## config.mk

```make
export PLATFORM = sky130hd
export DESIGN_NAME = decoder_3to8
export DESIGN_NICKNAME = d
export VERILOG_FILES = /design/src/rtl/decoder_3to8.sv
export SDC_FILE = /design/constraint.sdc
export NUM_CORES = 1
export LEC_CHECK = 0
export ABC_AREA = 1
export CAP_MARGIN = 15
export CORE_AREA = 2 2 39 41
export CTS_BUF_LIST = sky130_fd_sc_hd__clkbuf_8
export CTS_CLUSTER_DIAMETER = 30
export DETAILED_ROUTE_END_ITERATION = 7
export DIE_AREA = 0 0 41 43
export SKIP_CTS_REPAIR_TIMING = 1
export SLEW_MARGIN = 15
export SYNTH_ARGS = -nofsm -noshare
export SYNTH_HDL_FRONTEND = slang
export SYNTH_SLANG_ARGS = --single-unit
export TNS_END_PERCENT = 100
```

## constraint.sdc

```tcl
create_clock -name clk -period 0.8 [get_ports clk]
set_clock_uncertainty 0.05 [all_clocks]
set_input_delay 0.08 -clock clk [delete_from_list [all_inputs] [get_ports clk]]
set_output_delay 0.08 -clock clk [all_outputs]
set_load 0.01 [all_outputs]
```

## src/rtl/decoder_3to8.sv

```systemverilog
// Registered 3-to-8 line decoder: one-hot (or one-cold with ACTIVE_LOW=1)
// output word selected by a 3-bit binary index, one cycle of latency.
module decoder_3to8 #(
  parameter bit ACTIVE_LOW = 1'b0
) (
  input  logic       clk,
  input  logic       rst,
  input  logic [2:0] in,
  output logic [7:0] out
);

  localparam logic [7:0] RESET_VALUE = ACTIVE_LOW ? 8'hFF : 8'h00;

  function automatic logic [7:0] decode_onehot(input logic [2:0] sel);
    decode_onehot = 8'b0000_0001 << sel;
  endfunction

  logic [7:0] decode_s;
  logic [7:0] out_r;

  // Polarity-adjusted decode of the current select value.
  always_comb begin
    decode_s = RESET_VALUE;
    if (ACTIVE_LOW) begin
      decode_s = ~decode_onehot(in);
    end else begin
      decode_s = decode_onehot(in);
    end
  end

  // Output register; reset wins over any select change in the same cycle.
  always_ff @(posedge clk) begin
    if (rst) begin
      out_r <= RESET_VALUE;
    end else begin
      out_r <= decode_s;
    end
  end

  assign out = out_r;

endmodule

```

Word-level counts from Yosys, hierarchy flattened. Index checks and enable logic that the tools add are counted.

Add/sub/neg operators: 0. Multiply operators: 0. Div/mod/pow operators: 0. $lt $le $gt $ge: 0. Equality and inequality tests: 0. Shift operators: 1. Muxes and demuxes: 0. Bitwise operators: 0. Reductions and logical operators: 0.

Operator list (count): $shl A1 B3 Y8 const A (1).

Bits in registers: 8. Bits in latches: 0. Bits in writable memories: 0. Bits in read-only memories: 0. Input port bits: 5. Output and inout bits: 8. Memories kept: 0.

Logic depth before layout (Yosys ltp).
Word-level depth: 1. Gate-level depth with buffers: 3. Mapped depth without buffers: 3.

Least setup slack after synthesis. Ideal clock, no wire load.

Kind: reg2out. From: register out_r[0], in the netlist out[0]. To: output out[0]. Arrival: 0.331 ns. Required time: 0.670 ns. Slack: 0.339 ns. Cell stages (with the launch flop): 1. Path buffers: 0. Cells stage by stage: dfxtp_1.

RTL lines: from (decl) (line 19) `logic [7:0] out_r;`; from (signal assigned) (line 36) `out_r <= decode_s;`; to (decl) (line 9) `output logic [7:0] out`.

No word-level cell between the ends.

Worst setup path after layout.
From: register out_r[2], in the netlist out[2]. To: output out[2].

No word-level cell between the ends.

==> out/metrics.yaml <==
run_status:
  status: "complete, no violations"
flow_run:
  drv_cap: 0
detailed_routing:
  route.detailed.drc: 0
  route.met2.wl_um: 142
  num_vias: 192
  drtAntennaViolNets: 0
  wl_met1_um: 168
  routed_wl_um: 384
  met3RoutedLength_um: 51
  drtPass1Iterations: 2
  wl_per_cell_um: 6.74
  drt_iter0_drc: 1
  routed_via_density: 3.37
  maxUsedRoutingLayer: "met4"
floorplanning:
  coreArea_um2: 1380
  core.rowCount: 14
  initial_utilization_pct: 16.8
  die_area_um2: 1760
  die_x_um: 41
  io-pin-count: 13
  die_y_um: 43
finish:
  area_delta_synth_final_pct: 60.8
  multiInputGateArea_um2: 57.6
  final_util_pct: 27.0
  fill_cells: 157
  final_cell_count_no_fill: 57
  layout.nets: 48
  diodes: 0
  drive_above_1_share_pct: 34.1
  regArea_um2: 160
  largest_reg_flops: 8
sta:
  finalCritPeriodShare_pct: 96.9
  period_minus_slack_ns: 0.775
  hold_slack_ns: 0.420
  finalSetupViolations: 0
  finalHoldViolCount: 0
  fmax_ghz: 1.29
  fin_ws_ns: 0.0252
  rsz0062_at_grt: "true"
  drv_slew: 0
  worst_pin_slew_ns: 0.0983
  max_slew_margin_pct: 93.4
clock_network:
  htreeDepth: 1
  cts_tree: "done"
  cts_max_path_buffers: 2
  clockRootBuffer: "clkbuf_8"
  clkSlewWorstSetupHoldPaths_ns: 0.04
  cts.sinks: 8
  cts_buffers: 3
min_path:
  worstHoldPathType: "input port to register"
pwr:
  cellPowerDensity_nw_per_um2: 2520
  p_leak_nw: 0.187
  ir_drop_mv: 0.615
yosys:
  ys_top_cells_by_count: "dfxtp_1, nor2_1, nand2_1"
  syn_avg_cell_area_um2: 8.95
  async_reset_ff_share_pct: 0
  netlist_area_um2: 233
  yosys_register_bits: 8
  synth_seq_area_share_pct: 68.8
  syn_inst: 26
  yosysTopAreaCell: "dfxtp_1"
  synth_edf_count: 0
  synth_top_cell_area_share_pct: 68.8
  syn_nets: 31
  synthTopCellsByArea: "dfxtp_1, nor2_1, nand2_1"
  synth_warnings: 0
  synthDistinctLibCells: 6
  synthFlopType: "dfxtp_1"
placement:
  port_buffers: 12
  dp_hpwl_um: 290
  routabilityCongestion: 0.696
  dp.cells: 54
  dpl_worst_slack_ns: -0.152
setup_path:
  path_delay_family: "flip-flops"
  cp_slowest_stage_delay_ns: 0.30
  path_cells: "clkbuf_2"
  cp_max_fo: 1
  crit_required_ns: 0.67
  crit_slowest_cell: "dfxtp_1"
  critical_path_class: "register to output port"
  cp.buffers_inverters: 1
  crit_path_end_kind: "output port"
  crit_arrival_ns: 0.64
  start_kind: "register"
global_routing:
  grt_pass1_vias: 166
  antenna_found_initial: 0
  grt_first_pass_wirelength_um: 558
  grt_usage_pct: 5.85
  gr-total-overflow: 0
  grt_start_max_net_pins: 5
## cells in the final DEF, fill, tap and decap left out, drive strengths merged
master	count
inv	4
clkbuf	8
nor2	8
dfxtp	8
clkdlybuf4s50	4
nand2	6
buf	3
## power breakdown
group	internal (mW)	switching [mW]	leakage (nW)	total [mW]
logic	0.0323	0.0324	0.101	0.0646
registers	0.412	0.00228	0.0651	0.414
clock network	0.324	0.140	0.0216	0.464
## final timing paths
check / from / end / slack (ns) / cells past startpoint
setup / recovery: out[2]$_SDFF_PP0_ / out[2] / 0.03 / 1
hold / removal: in[1] / out[6]$_SDFF_PP0_ / 0.42 / 3
## area by class of cell
| class | instances | area share [%] |
|---|---|---|
| sequential | 8 | 42.8 |
| timing repair buffer | 12 | 21.4 |
| multi-input combinational | 14 | 15.4 |
| clock buffer | 3 | 11.0 |
| tap | 16 | 5.35 |
| inverter | 4 | 4.01 |
## metal layers
metal  GRT usage [%]  up-vias
li1                -      105
met1            6.51       72
met2            5.31       12
met3            4.71        3
met4            8.00        0
met5               0        -
## through the flow
step / power [mW] / area, um2 / TNS, ns
floorplan: 0.449 / 233 / 0
global placement: 0.496 / 373 / -2.08
detailed placement: 0.496 / 373 / -2.06
CTS: 0.972 / 414 / -3.07
global route: 0.990 / 374 / -0.0000174
finish: 0.943 / 374 / 0
## cell families after synthesis
kind of cell	share of synthesized area, %
buffers and inverters	6.45
and+or+nand+nor	24.7
DFF	68.8
Power figures use the tool's default switching activity.
